## config.mk

```make
export PLATFORM = sky130hd
export DESIGN_NAME = multicycle_ctrl
export DESIGN_NICKNAME = d
export VERILOG_FILES = /design/src/rtl/riscv_ctrl_pkg.sv /design/src/rtl/alu_decoder.sv /design/src/rtl/multicycle_ctrl.sv
export SDC_FILE = /design/constraint.sdc
export NUM_CORES = 1
export LEC_CHECK = 0
export ABC_AREA = 0
export CORE_MARGIN = 2
export CORE_UTILIZATION = 35
export DETAILED_ROUTE_END_ITERATION = 10
export PLACE_DENSITY = 0.75
export SYNTH_ARGS = -nofsm -noshare
export SYNTH_HDL_FRONTEND = slang
export SYNTH_SLANG_ARGS = --single-unit
export TNS_END_PERCENT = 1
```

## constraint.sdc

```tcl
create_clock -name clk -period 1.3 [get_ports clk]
set_input_delay 0.26 -clock clk [delete_from_list [all_inputs] [get_ports clk]]
set_output_delay 0.26 -clock clk [all_outputs]
set_load 0.05 [all_outputs]
```

## src/rtl/riscv_ctrl_pkg.sv

```systemverilog
// riscv_ctrl_pkg: state, opcode, ALU and immediate encodings for the multi-cycle RV32I control path
package riscv_ctrl_pkg;
  typedef enum logic [3:0] {
    FETCH, DECODE, MEMADR, MEMREAD, MEMWB, MEMWRITE,
    EXECUTER, EXECUTEI, ALUWB, BRANCH, JAL, TRAP
  } state_t;
  localparam logic [6:0] OP_LW  = 7'b0000011;
  localparam logic [6:0] OP_SW  = 7'b0100011;
  localparam logic [6:0] OP_R   = 7'b0110011;
  localparam logic [6:0] OP_I   = 7'b0010011;
  localparam logic [6:0] OP_BR  = 7'b1100011;
  localparam logic [6:0] OP_JAL = 7'b1101111;
  localparam logic [2:0] ALU_ADD = 3'b000;
  localparam logic [2:0] ALU_SUB = 3'b001;
  localparam logic [2:0] ALU_AND = 3'b010;
  localparam logic [2:0] ALU_OR  = 3'b011;
  localparam logic [2:0] ALU_XOR = 3'b100;
  localparam logic [2:0] ALU_SLT = 3'b101;
  localparam logic [2:0] ALU_SLL = 3'b110;
  localparam logic [2:0] ALU_SRL = 3'b111;
  localparam logic [1:0] IMM_I = 2'b00;
  localparam logic [1:0] IMM_S = 2'b01;
  localparam logic [1:0] IMM_B = 2'b10;
  localparam logic [1:0] IMM_J = 2'b11;
endpackage

```

## src/rtl/alu_decoder.sv

```systemverilog
// alu_decoder: funct3/funct7b5 to ALUControl for R- and I-type ops, flags the unsupported sltu
module alu_decoder
  import riscv_ctrl_pkg::*;
(
  input  logic [2:0] funct3,
  input  logic       funct7b5,
  input  logic       is_r,
  output logic [2:0] alu_ctl,
  output logic       illegal
);
  always_comb
    alu_ctl = funct3 == 3'b000 ? ((is_r && funct7b5) ? ALU_SUB : ALU_ADD) :
              funct3 == 3'b001 ? ALU_SLL :
              funct3 == 3'b010 ? ALU_SLT :
              funct3 == 3'b100 ? ALU_XOR :
              funct3 == 3'b101 ? ALU_SRL :
              funct3 == 3'b110 ? ALU_OR  :
              funct3 == 3'b111 ? ALU_AND : ALU_ADD;
  assign illegal = funct3 == 3'b011;
endmodule

```

## src/rtl/multicycle_ctrl.sv

```systemverilog
// multicycle_ctrl: main control FSM sequencing the shared ALU and unified memory of the multi-cycle RV32I core
module multicycle_ctrl
  import riscv_ctrl_pkg::*;
#(
  parameter int OP_W    = 7,
  parameter int STATE_W = 4
) (
  input  logic            clk,
  input  logic            rst_n,
  input  logic [OP_W-1:0] op,
  input  logic [2:0]      funct3,
  input  logic            funct7b5,
  input  logic            Zero,
  input  logic            mem_ready,
  output logic            PCWrite,
  output logic            AdrSrc,
  output logic            MemWrite,
  output logic            IRWrite,
  output logic            RegWrite,
  output logic [1:0]      ResultSrc,
  output logic [1:0]      ALUSrcA,
  output logic [1:0]      ALUSrcB,
  output logic [2:0]      ALUControl,
  output logic [1:0]      ImmSrc,
  output logic            instr_done,
  output logic            trap
);
  logic [STATE_W-1:0] state;
  state_t cur, nxt;
  logic [2:0] alu_ctl;
  logic illegal, pc_w, mem_w, ir_w, reg_w, done;
  assign cur = state_t'(state);
  alu_decoder u_alu_dec (
    .funct3  (funct3),
    .funct7b5(funct7b5),
    .is_r    (cur == EXECUTER),
    .alu_ctl (alu_ctl),
    .illegal (illegal)
  );
  always_ff @(posedge clk or negedge rst_n)
    if (!rst_n) state <= STATE_W'(FETCH);
    else state <= STATE_W'(nxt);
  always_comb begin
    nxt = cur;
    pc_w = 1'b0;
    mem_w = 1'b0;
    ir_w = 1'b0;
    reg_w = 1'b0;
    done = 1'b0;
    AdrSrc = 1'b0;
    ResultSrc = 2'b00;
    ALUSrcA = 2'b00;
    ALUSrcB = 2'b00;
    ALUControl = ALU_ADD;
    trap = 1'b0;
    case (cur)
      FETCH: begin
        ALUSrcB = 2'b10;
        ResultSrc = 2'b10;
        ir_w = mem_ready;
        pc_w = mem_ready;
        nxt = mem_ready ? DECODE : FETCH;
      end
      DECODE: begin
        ALUSrcA = 2'b01;
        ALUSrcB = 2'b01;
        nxt = (op == OP_LW || op == OP_SW) ? MEMADR :
              op == OP_R   ? EXECUTER :
              op == OP_I   ? EXECUTEI :
              op == OP_BR  ? BRANCH :
              op == OP_JAL ? JAL : TRAP;
      end
      MEMADR: begin
        ALUSrcA = 2'b10;
        ALUSrcB = 2'b01;
        nxt = op == OP_LW ? MEMREAD : MEMWRITE;
      end
      MEMREAD: begin
        AdrSrc = 1'b1;
        nxt = mem_ready ? MEMWB : MEMREAD;
      end
      MEMWB: begin
        ResultSrc = 2'b01;
        reg_w = 1'b1;
        done = 1'b1;
        nxt = FETCH;
      end
      MEMWRITE: begin
        AdrSrc = 1'b1;
        mem_w = 1'b1;
        done = mem_ready;
        nxt = mem_ready ? FETCH : MEMWRITE;
      end
      EXECUTER, EXECUTEI: begin
        ALUSrcA = 2'b10;
        ALUSrcB = cur == EXECUTEI ? 2'b01 : 2'b00;
        ALUControl = alu_ctl;
        nxt = illegal ? TRAP : ALUWB;
      end
      ALUWB: begin
        reg_w = 1'b1;
        done = 1'b1;
        nxt = FETCH;
      end
      BRANCH: begin
        ALUSrcA = 2'b10;
        ALUControl = ALU_SUB;
        pc_w = Zero ^ funct3[0];
        done = 1'b1;
        nxt = FETCH;
      end
      JAL: begin
        ALUSrcA = 2'b01;
        ALUSrcB = 2'b10;
        pc_w = 1'b1;
        nxt = ALUWB;
      end
      TRAP: trap = 1'b1;
      default: nxt = FETCH;
    endcase
  end
  always_comb
    ImmSrc = op == OP_SW  ? IMM_S :
             op == OP_BR  ? IMM_B :
             op == OP_JAL ? IMM_J : IMM_I;
  // reset gates the enables directly so FETCH's mem_ready-driven writes cannot fire while held in reset
  assign PCWrite    = pc_w  & rst_n;
  assign MemWrite   = mem_w & rst_n;
  assign IRWrite    = ir_w  & rst_n;
  assign RegWrite   = reg_w & rst_n;
  assign instr_done = done  & rst_n;
endmodule

```

* Word level (Yosys, flattened, before mapping)
Index checks and enable logic that the tools add are counted.
Cells by class: equal/unequal tests 24, reductions and logical operators 12, muxes and demuxes 34, bitwise logic cells 6
Operators with widths (count):
- $pmux W4 S8 | 1
- $mux W3 | 9
- $eq A4 B3 Y1 const B | 4
- $eq A4 B4 Y1 const B | 4
- $eq A7 B6 Y1 const B | 2
- $eq A7 B7 Y1 const B | 2
- $eq A3 B3 Y1 const B | 4
- $mux W2 | 6
- $mux W4 | 3
- $reduce_or A2 Y1 | 6
- $mux W1 | 9
- $eq A4 B2 Y1 const B | 2
- $pmux W2 S2 | 2
- $eq A7 B2 Y1 const B | 1
- $eq A7 B5 Y1 const B | 1
- $eq A3 B2 Y1 const B | 2
- $pmux W2 S3 | 1
- $pmux W3 S2 | 1
- $and A1 B1 Y1 | 5
- $eq A4 B1 Y1 const B | 1
- $logic_not A4 Y1 | 1
- $reduce_or A4 Y1 | 1
- $eq A3 B1 Y1 const B | 1
- $logic_not A3 Y1 | 1
- 6 further kinds | 6
Word-level totals: word-level logic and storage cells 77, input bits 15, register bits after elaboration 4, output and inout port bits 18

* Depth between registers and ports, before layout
depth after elaboration 9, gate-level depth with buffers 5, gate-level depth less buffers 4

* Hierarchy
A second synthesis with hierarchy kept.
Second synthesis, totals: cells, all modules 95, area, all modules 696.9 sq um
By module, submodules not included:
- multicycle_ctrl | instances 1, area each 633.1 sq um, cells each 87, sequential area each 100.1 sq um
- alu_decoder | instances 1, area each 63.8 sq um, cells each 8, sequential area each 0.0 sq um

* Worst setup path after synthesis
No wires, ideal clock.
path kind flip-flop to output port, start register state[1] (netlist: cur[1]), end output ResultSrc[1], path slack -1.246 ns, data required time 1.040 ns, arrival time 2.286 ns, stages on the path, launching flop included 4, cell sequence dfrtp_1 -> buf_2 -> buf_2 -> nor4_1
Between the ends: cells in the longest elaborated chain, start to end 2
Ends and longest elaborated chain:
- start, declared | line multicycle_ctrl.sv:28 | logic [STATE_W-1:0] state;
- start signal, assigned | line multicycle_ctrl.sv:41 | if (!rst_n) state <= STATE_W'(FETCH);
- start signal, assigned | line multicycle_ctrl.sv:42 | else state <= STATE_W'(nxt);
- $eq A4 B3 Y1 or $logic_not A4 Y1 (tied branches) | line multicycle_ctrl.sv:56 | case (cur)
- $pmux W2 S2 (*) | line multicycle_ctrl.sv:56
- end, declared | line multicycle_ctrl.sv:20 | output logic [1:0] ResultSrc,
Mark *: on every way between the ends. The rest lies on a longest branch, timed or not.

* Final worst setup path
start register state[0] (netlist: cur[0]), end output ALUSrcA[0]
Between the ends: cells in the longest elaborated chain, start to end 3
Ends and longest elaborated chain:
- $eq A4 B3 Y1 (tied with other cells) | line multicycle_ctrl.sv:56
- $reduce_or A4 Y1 (no source line) or $reduce_or A2 Y1 (tied branches)
- $pmux W2 S2 (*) | line multicycle_ctrl.sv:56
- end, declared | line multicycle_ctrl.sv:21 | output logic [1:0] ALUSrcA,
Marks and branches as above.

==> flow_summary.ini <==
[yosys]
synth-async-reset-ratio_pct = 100
syn_area_um2 = 646
synth_edf_count = 0
yosysWarnings = 0
synth_cell_types = 33
synth_top_area_cell = dfrtp_1
avgSynthCellArea_um2 = 6.73
ys_seq_elements = 4
ys_top_cells_by_area = dfrtp_1 (16%), nand2_1 (6.4%), a21oi_1 (6.2%)
yosysTopAreaCellShare_pct = 15.5
synth_seq_area_share_pct = 15.5
syn_nets = 111
ys.flop_type = dfrtp_1
synth_most_common_cell = nand2_1
syn-instance-count = 96
synth_common_cells = nand2_1 (11), nor2_1 (10), a21oi_1 (8), o21ai_0 (8), nand2b_1 (6)

[clock_network]
cts_sinks = 4
numCtsBuffers = 3
clk_latency_ns = 0.23
hold_buffers = 0
clk_pin_slew_worst_paths_ns = 0.04
htree_levels = 1
root_buffer = clkbuf_4
cts_buffer_depth = 2
cts_tree = done

[setup_path]
r2r_setup_slack_ns = -0.35
critPathMaxStageDelay_ns = 0.39
path_delay_family = buffers and inverters
crit_required_ns = 1.04
crit_fanout = 10
critPathLaunchType = register
critical_path_arrival_ns = 1.62
cp_num_buf_inv = 3
path_class = reg -> out
path_cells = buf_6 > buf_6 > nand2b_1 > nor2_1 > a21oi_1 > nor2_2 > buf_12
cpMostUsedCell = buf_6
cp-end-kind = output pin
slowest_stage = dfrtp_1

[global_routing]
grt_pass1_wl_mm = 5.22
gr-total-overflow = 0
grt_pass1_vias = 1112
antenna_found_initial = 0
grtUsageTotal_pct = 33.6
grt_max_degree = 15

[floorplan]
die-area_um2 = 2200
die_w_um = 47.0
pin_count = 33
core_um2 = 1730
die_y_um = 47.0
num_rows = 15
start_util_pct = 37.4

[status]
status = finished, violations left
violations = setup timing

[power]
powerDensity_nw_per_um2 = 2210
p_leak_nw = 0.696
power.total_mw = 3.64
max-vdd-ir-drop_mv = 1.87

[place]
dpl.hpwl_mm = 2.11
place_area_um2 = 1460
place_congestion = 0.848
placed_cells = 181
portBuffers = 32

[sta]
rsz0062_at_grt = true
max_slew_margin_pct = 73.9
setup_viol = 22
fmax_mhz = 531
skew_ns = 0.00862
worst_slew_pin_slew_ns = 0.388
layout_setup_ws_ns = -0.585
drv_slew = 0
fin_crit_ns = 1.88
fin_crit_sh_pct = 145
hold_viol_final = 0

[layout]
diodes = 0
fin_cells = 187
synthToLayoutAreaGrowth_pct = 155
drive_above_1_share_pct = 59.3
design_area_um2 = 1650
largest_reg_flops = 4
fill_cells = 50
utilization_pct = 95.3
fin_nets = 179
multiInputGateArea_um2 = 683
seqCellArea_um2 = 101

[routing]
vias_per_cell = 5.99
drc = 0
wl_per_cell_um = 20.3
first_pass_iters = 4
drtIter0Drc = 55
wl_mm = 3.79
postRouteAntennaNets = 0
vias = 1121

[worst_hold_path]
hp-class = in -> async

[flow_run]
maxCapViolCount = 0
worst register-to-register path: stages (launching register included):
cell and delay (ns):
dfrtp_1 0.41, buf_6 0.15, buf_6 0.15, nor2b_1 0.22, nor4b_1 0.09, a221o_1 0.29
a31o_2 0.22
final timing paths:
check	startpoint	endpoint	cells after the start
setup reg to reg	cur[0]	cur[0]	6
min in group clk	op[6]	cur[3]	4
hold reg to reg	cur[3]	cur[3]	4
max in group asynchronous	rst_n	cur[1]	2
setup / recovery	cur[0]	ALUSrcA[0]	7
hold / removal	rst_n	cur[2]	2
layer usage:
layer	global-route usage, %	routed length (µm)
met5	0	0
met4	15.6	175
met3	6.92	272
met2	63.3	2050
met1	35.3	1290
cells in the final DEF (no fill, tap or decap), drive strengths merged, types with 2 or more instances in the layout:
| master | n |
|---|---|
| a31o | 2 |
| nor2b | 5 |
| nand3b | 2 |
| xnor2 | 4 |
| clkbuf | 4 |
| o311ai | 2 |
| o21ai | 9 |
| nor3 | 5 |
| buf | 56 |
| inv | 4 |
| and3 | 2 |
| nor2 | 10 |
| dfrtp | 4 |
| a21oi | 8 |
| nand2b | 6 |
| dlygate4sd2 | 7 |
| nand2 | 11 |
| nor4b | 2 |
| or3b | 2 |
| clkdlybuf4s50 | 4 |
cells by family after synthesis:
family / Yosys count / synth area share [%]
AOI/OAI and AO/OA: 24 / 22.5
muxes: 1 / 1.55
buffers and inverters: 10 / 7.17
DFF: 4 / 15.5
and+or+nand+nor: 52 / 46.5
xor gates and xnor gates: 5 / 6.78
cell type report:
| type | count | area share (%) |
|---|---|---|
| clock buffers | 3 | 1.37 |
| repair buffers | 69 | 48.1 |
| inverters | 4 | 0.913 |
| well taps | 25 | 1.90 |
| multi-input cells | 82 | 41.5 |
| flip-flops and latches | 4 | 6.16 |
power breakdown:
group | switching, mW | internal (mW)
Combinational | 1.74 | 1.49
Clock | 0.0457 | 0.103
Sequential | 0.0759 | 0.181
through the flow:
step,setup WS (ns),hold slack (ns),TNS [ns]
2_1_floorplan,-0.679,-0.0356,-7.78
3_3_place_gp,-0.625,0.590,-6.66
3_5_place_dp,-0.667,0.604,-7.76
4_1_cts,-0.490,0.371,-7.21
5_1_grt,-0.623,0.399,-9.49
6_report,-0.585,0.421,-8.55
timing repair:
action | CTS | global route
pin swaps | 13 | 6
endpoints found under the setup margin | 22 | 22
hold endpoints to repair | 0 | 0
buffers inserted | 2 | 1
gates resized for setup | 33 | 22
(Power assumes the default switching activity.)
